File: src/rtl/game_pkg.sv
// Shared lane codes, colour defaults, FSM state encoding and the lane-step helper
// used by the character movement controller.
package game_pkg;

  localparam logic [3:0] POS0 = 4'd0;
  localparam logic [3:0] POS1 = 4'd1;
  localparam logic [3:0] POS2 = 4'd2;
  localparam logic [3:0] POS3 = 4'd3;

  localparam logic [2:0] CHAR_COLOR_DEF = 3'b011;
  localparam logic [2:0] BG_COLOR_DEF   = 3'b000;

  typedef enum logic [3:0] {
    S_INIT   = 4'd0,
    S_IDLE   = 4'd1,
    S_ERASE  = 4'd2,
    S_WAIT_E = 4'd3,
    S_DRAW   = 4'd4,
    S_WAIT_D = 4'd5
  } move_state_t;

  // One lane to the left or right, clamped to 0..max_pos (never wraps).
  function automatic logic [3:0] step_pos(input logic [3:0] pos, input logic left,
                                          input logic [3:0] max_pos);
    if (left) return (pos == POS0) ? pos : pos - 4'd1;
    else      return (pos >= max_pos) ? pos : pos + 4'd1;
  endfunction

endpackage

File: src/rtl/character_move_ctrl_btn_event.sv
// Button front end: 2-flop synchroniser and rising-edge detector producing a one-cycle Event.
// With AUTO_REPEAT_EN defined, a held button (other released) re-fires every REPEAT_CYCLES.
module btn_event
`ifdef AUTO_REPEAT_EN
  #(parameter int REPEAT_CYCLES = 2500000)
`endif
(
  input  logic Clock,
  input  logic Reset,
  input  logic btn,
`ifdef AUTO_REPEAT_EN
  input  logic other,
  output logic level,
`endif
  output logic Event
);

  logic sync1, sync2, prev;
  logic rise;

  always_ff @(posedge Clock) begin
    if (!Reset) begin
      sync1 <= 1'b0;
      sync2 <= 1'b0;
      prev  <= 1'b0;
    end else begin
      sync1 <= btn;
      sync2 <= sync1;
      prev  <= sync2;
    end
  end

  assign rise = sync2 & ~prev;

`ifdef AUTO_REPEAT_EN
  localparam int CW = $clog2(REPEAT_CYCLES + 1);
  localparam logic [CW-1:0] RELOAD = CW'(REPEAT_CYCLES - 1);

  logic [CW-1:0] cnt;

  // Counter restarts on every edge, clears on release and only runs while the other button is up.
  always_ff @(posedge Clock) begin
    if (!Reset) begin
      cnt   <= '0;
      Event <= 1'b0;
    end else begin
      Event <= 1'b0;
      if (rise) begin
        Event <= 1'b1;
        cnt   <= RELOAD;
      end else if (!sync2) begin
        cnt <= '0;
      end else if (other) begin
        cnt <= RELOAD;
      end else if (cnt == '0) begin
        Event <= 1'b1;
        cnt   <= RELOAD;
      end else begin
        cnt <= cnt - 1'b1;
      end
    end
  end

  assign level = sync2;
`else
  always_ff @(posedge Clock) begin
    if (!Reset) Event <= 1'b0;
    else        Event <= rise;
  end
`endif

endmodule

File: src/rtl/character_move_ctrl.sv
// Lane controller for the character drawer: turns button moves into an erase pass then a draw pass.
// Optional feature macro: AUTO_REPEAT_EN (held-button auto-repeat inside btn_event).
module character_move_ctrl
  import game_pkg::*;
#(
  parameter int         NUM_POS       = 4,
  parameter int         INIT_POS      = 0,
  parameter logic [2:0] CHAR_COLOR    = CHAR_COLOR_DEF,
  parameter logic [2:0] BG_COLOR      = BG_COLOR_DEF,
  parameter int         REPEAT_CYCLES = 2500000
) (
  input  logic       Clock,
  input  logic       Reset,
  input  logic       BtnLeft,
  input  logic       BtnRight,
  input  logic       DrawDone,
  output logic       DrawReq,
  output logic [3:0] DrawPos,
  output logic [2:0] DrawColor,
  output logic [3:0] CurPos,
  output logic       Busy
);

  localparam logic [3:0] MAX_POS  = 4'(NUM_POS - 1);
  localparam logic [3:0] INIT_P   = 4'(INIT_POS);

  if (NUM_POS < 2 || NUM_POS > 16 || INIT_POS < 0 || INIT_POS >= NUM_POS || REPEAT_CYCLES < 1)
  begin : g_param_check
    $error("character_move_ctrl: parameter out of range");
  end

  logic left_ev, right_ev, req_valid;

`ifdef AUTO_REPEAT_EN
  logic left_level, right_level;

  btn_event #(.REPEAT_CYCLES(REPEAT_CYCLES)) u_left (
    .Clock(Clock), .Reset(Reset), .btn(BtnLeft),
    .other(right_level), .level(left_level), .Event(left_ev)
  );
  btn_event #(.REPEAT_CYCLES(REPEAT_CYCLES)) u_right (
    .Clock(Clock), .Reset(Reset), .btn(BtnRight),
    .other(left_level), .level(right_level), .Event(right_ev)
  );
`else
  btn_event u_left  (.Clock(Clock), .Reset(Reset), .btn(BtnLeft),  .Event(left_ev));
  btn_event u_right (.Clock(Clock), .Reset(Reset), .btn(BtnRight), .Event(right_ev));
`endif

  // Simultaneous left and right edges cancel out.
  assign req_valid = left_ev ^ right_ev;

  move_state_t state, state_d;
  logic [3:0]  cur_pos, cur_pos_d, target, target_d, next_pos;
  logic [3:0]  draw_pos, draw_pos_d;
  logic [2:0]  draw_color, draw_color_d;
  logic        draw_req, draw_req_d;
  logic [1:0]  guard, guard_d;
  logic        pend_valid, pend_valid_d, pend_left, pend_left_d;

  always_ff @(posedge Clock) begin
    if (!Reset) begin
      state      <= S_INIT;
      cur_pos    <= INIT_P;
      target     <= INIT_P;
      draw_pos   <= INIT_P;
      draw_color <= CHAR_COLOR;
      draw_req   <= 1'b0;
      guard      <= 2'd0;
      pend_valid <= 1'b0;
      pend_left  <= 1'b0;
    end else begin
      state      <= state_d;
      cur_pos    <= cur_pos_d;
      target     <= target_d;
      draw_pos   <= draw_pos_d;
      draw_color <= draw_color_d;
      draw_req   <= draw_req_d;
      guard      <= guard_d;
      pend_valid <= pend_valid_d;
      pend_left  <= pend_left_d;
    end
  end

  // Handshake: DrawReq is a one-cycle pulse with DrawPos/DrawColor already valid; DrawDone is
  // ignored for that cycle and the next (guard), then sampled as a level until seen high.
  always_comb begin
    state_d      = state;
    cur_pos_d    = cur_pos;
    target_d     = target;
    draw_req_d   = 1'b0;
    draw_pos_d   = draw_pos;
    draw_color_d = draw_color;
    guard_d      = guard;
    pend_valid_d = pend_valid;
    pend_left_d  = pend_left;
    next_pos     = cur_pos;

    if (req_valid) begin
      pend_valid_d = 1'b1;
      pend_left_d  = left_ev;
    end

    case (state)
      S_INIT: begin
        draw_req_d   = 1'b1;
        draw_pos_d   = cur_pos;
        draw_color_d = CHAR_COLOR;
        guard_d      = 2'd2;
        state_d      = S_WAIT_D;
      end
      S_IDLE: begin
        if (req_valid || pend_valid) begin
          pend_valid_d = 1'b0;
          next_pos     = step_pos(cur_pos, req_valid ? left_ev : pend_left, MAX_POS);
          if (next_pos != cur_pos) begin
            target_d = next_pos;
            state_d  = S_ERASE;
          end
        end
      end
      S_ERASE: begin
        draw_req_d   = 1'b1;
        draw_pos_d   = cur_pos;
        draw_color_d = BG_COLOR;
        guard_d      = 2'd2;
        state_d      = S_WAIT_E;
      end
      S_WAIT_E: begin
        if (guard != 2'd0) begin
          guard_d = guard - 2'd1;
        end else if (DrawDone) begin
          cur_pos_d = target;
          state_d   = S_DRAW;
        end
      end
      S_DRAW: begin
        draw_req_d   = 1'b1;
        draw_pos_d   = cur_pos;
        draw_color_d = CHAR_COLOR;
        guard_d      = 2'd2;
        state_d      = S_WAIT_D;
      end
      S_WAIT_D: begin
        if (guard != 2'd0) guard_d = guard - 2'd1;
        else if (DrawDone) state_d = S_IDLE;
      end
      default: state_d = S_INIT;
    endcase
  end

  assign DrawReq   = draw_req;
  assign DrawPos   = draw_pos;
  assign DrawColor = draw_color;
  assign CurPos    = cur_pos;
  assign Busy      = (state != S_IDLE);

endmodule

File: config.mk
export PLATFORM = sky130hd
export DESIGN_NAME = character_move_ctrl
export DESIGN_NICKNAME = d
export VERILOG_FILES = /design/src/rtl/game_pkg.sv /design/src/rtl/character_move_ctrl_btn_event.sv /design/src/rtl/character_move_ctrl.sv
export SDC_FILE = /design/constraint.sdc
export NUM_CORES = 1
export LEC_CHECK = 0
export CAP_MARGIN = 30
export CORE_MARGIN = 1.5
export CORE_UTILIZATION = 55
export CTS_BUF_LIST = sky130_fd_sc_hd__clkbuf_4
export DETAILED_ROUTE_END_ITERATION = 12
export GPL_TIMING_DRIVEN = 0
export PLACE_DENSITY = 0.77
export SKIP_LAST_GASP = 1
export SLEW_MARGIN = 20
export SYNTH_ARGS = -nofsm -noshare
export SYNTH_HDL_FRONTEND = slang
export SYNTH_SLANG_ARGS = --single-unit
File: constraint.sdc
create_clock -name Clock -period 1.8 [get_ports Clock]
set_clock_uncertainty 0.15 [all_clocks]
set_input_delay 0.27 -clock Clock [delete_from_list [all_inputs] [get_ports Clock]]
set_output_delay 0.27 -clock Clock [all_outputs]
set_load 0.01 [all_outputs]
==> results.py <==
metrics = {
    "grt": {
        "antenna_found_initial": 0,
        "grt_usage_pct": 20.80,
        "grt_pass1_wl_mm": 3.939,
        "grt_pass1_vias": 932,
        "grt_start_max_net_pins": 11,
        "overflow": 0,
    },
    "min_path": {
        "hold_path_startpoint": "Reset",
        "hp-class": "in2reg",
    },
    "power": {
        "power_frac_seq_pct": 49.7,
        "swShare_pct": 23.24,
        "p_clk_share_pct": 38.8,
        "p_per_area_mw_per_mm2": 857.7,
        "combPwrFrac_pct": 11.5,
        "power_leakage_nw": 0.6217,
        "switchingPower_w": 0.0003150,
        "p_int_w": 0.001040,
        "ir_drop_uv": 668.1,
    },
    "worst_setup_path": {
        "startpoint": "CurPos[1]$_SDFFE_PN0P_",
        "crit_chain": "clkdlybuf4s50_1",
        "crit_slowest_cell": "clkdlybuf4s50_1",
        "endpoint_kind": "output port",
        "cp_max_fo": 6,
        "slowest_delay_ps": 570,
        "r2r-start": "CurPos[0]$_SDFFE_PN0P_",
        "crit_arrival_ps": 1310,
        "start_kind": "register",
        "crit_family": "buffers and inverters",
        "critical_path_buf_inv_count": 1,
        "critPathRequiredTime_ps": 1380,
        "worstSetupPathType": "reg2out",
    },
    "yosys": {
        "ys_types": 36,
        "dominantRegCellSynth": "dfxtp_1",
        "synth_seq_area_share_pct": 44.74,
        "ys_seq_elements": 29,
        "avgSynthCellArea_um2": 9.905,
        "synthCells": 131,
        "syn_nets": 140,
        "synthArstFlopShare_pct": 0,
        "synth-warning-count": 0,
        "synth_area_mm2": 0.001297,
        "synth-edff-count": 0,
    },
    "status": {
        "outcome": "complete, no violations",
    },
    "layout": {
        "finalNonFillerCells": 182,
        "diodes": 0,
        "nets": 162,
        "area_delta_synth_final_pct": 21.79,
        "final_cell_area_mm2": 0.001580,
        "drive_gt1_share_pct": 21.43,
    },
    "placed_design": {
        "port_buffers": 15,
        "place_area_mm2": 0.001483,
        "pre_cts_ws_ps": -44.88,
        "place_congestion": 0.7830,
        "dpl.cell_count": 174,
        "hpwl_mm": 1.566,
    },
    "timing": {
        "fin_setup_tns_ps": 0,
        "rsz0062_at_grt": "yes",
        "drv_slew": 0,
        "fmax_mhz": 577.6,
        "layout_worst_path_cycle_share_pct": 96.19,
        "min_period_ps": 1731,
        "layout_setup_ws_ps": 68.59,
        "setup-violations-final": 0,
        "finalHoldViolCount": 0,
    },
    "die": {
        "die_w_um": 51.57,
        "ios": 18,
        "initial_utilization_pct": 58.65,
        "coreArea_mm2": 0.002212,
        "dieArea_mm2": 0.002659,
        "die_y_um": 51.57,
        "rows": 17,
    },
    "job": {
        "max_cap_violations": 0,
    },
    "cts": {
        "clk_latency_ps": 330,
        "h-tree-depth": 2,
        "clockBufferDepth": 2,
        "numClockSinks": 29,
        "ctsHoldBuffers": 0,
        "cts_tree": "done",
        "clk_pin_slew_ps": 90,
        "clockRootBuffer": "clkbuf_4",
        "cts_buffers": 5,
    },
    "detailed_routing": {
        "routedWlPerCell_um": 12.43,
        "drc_errors": 0,
        "dr.pass1.iters": 4,
        "antenna_left": 0,
        "dr.first_iter.drc_count": 22,
        "dr_total_vias": 965,
        "vias_per_cell": 5.302,
        "wl_mm": 2.263,
    },
}
-- path summary, 6_finish.rpt --
check                               to  slack (ps)  cells past startpoint
max                          CurPos[1]          70                      1
min          DrawColor[0]$_SDFFE_PN1P_         140                      2
max reg2reg     target[2]$_SDFFE_PN0P_         110                      6
min reg2reg   u_right.Event$_SDFF_PN0_         240                      1
-- logic make-up after synthesis --
group	synth area share (%)
AO/OA/AOI/OAI	16.78
XOR/XNOR	0.6751
adder cells (fa/ha/maj)	3.857
buffers and inverters	5.786
flip-flops	44.74
multiplexers	7.715
other	0.2890
AND/OR/NAND/NOR	20.15
-- cells in the mapped netlist (2+ instances only) --
master	number	area share, %
ha_1	4	3.9
a211oi_2	4	3.9
mux2i_1	10	7.7
o21ai_1	2	0.77
nor2b_1	4	1.9
inv_1	6	1.7
clkbuf_1	2	0.58
buf_4	4	2.3
a21oi_1	5	1.9
nor2_2	3	1.4
o21ai_0	2	0.77
dfxtp_1	29	45
nand2_1	11	3.2
a31oi_1	3	1.4
and2_1	7	3.4
nor2_1	15	4.3
-- metrics by stage --
stage	hold WS, ps	power (W)	utilization (%)
5_1_grt	225.5	0.001410	71.44
3_5_place_dp	232.3	0.0008378	67.02
6_report	137.9	0.001355	71.44
4_1_cts	142.1	0.001358	70.76
3_3_place_gp	225.1	0.0008326	67.02
2_1_floorplan	217.4	0.0007991	-
-- registers in the layout, indices dropped and copies added (netlist names), 2 cells and up --
name and flops:
CurPos 4, DrawPos 4, guard 2, state 3, target 4
-- power groups by stage --
stage / Combinational (W) / Sequential [W] / Clock (W)
5_1_grt: 0.000172 / 0.000677 / 0.000560
3_3_place_gp: 0.000145 / 0.000687 / 0
2_1_floorplan: 0.000111 / 0.000688 / 0
6_report: 0.000155 / 0.000674 / 0.000526
4_1_cts: 0.000150 / 0.000674 / 0.000534
3_5_place_dp: 0.000149 / 0.000688 / 0
-- cells in the final DEF (no fill, tap or decap), types with 2 or more instances in the layout --
master,n
inv_1,5
nor2_1,15
nor2_2,3
ha_1,3
o21ai_0,2
nor2b_1,4
a31oi_1,3
clkbuf_4,6
a21oi_1,5
mux2i_1,10
and2_1,7
buf_4,3
inv_2,2
o21ai_1,2
nand2_1,11
buf_6,2
dfxtp_1,26
a211oi_2,4
clkbuf_1,2
dfxtp_2,3
clkdlybuf4s50_1,14
-- routing by layer --
layer  GRT usage, %  wire (um)
met3          8.046        125
met4          11.40         51
met2          34.40       1046
met1          22.79       1040
met5              0          0
-- what timing repair did --
action	4_1_cts	5_1_grt
setup endpoints to repair	5	6
setup buffers	0	0
gates resized for setup	3	5
pin swaps	0	1
hold endpoints to repair	0	0
-- cell type report --
| type | instances | area, um2 |
|---|---|---|
| buffer | 7 | 52.55 |
| clock buffer | 6 | 45.04 |
| clock inverter | 2 | 33.78 |
| fill | 172 | 631.9 |
| inverter | 7 | 26.28 |
| multi-input combinational | 88 | 654.4 |
| sequential | 29 | 584.3 |
| tap | 28 | 35.03 |
| timing repair buffer | 15 | 148.9 |
(Power assumes the default switching activity.)
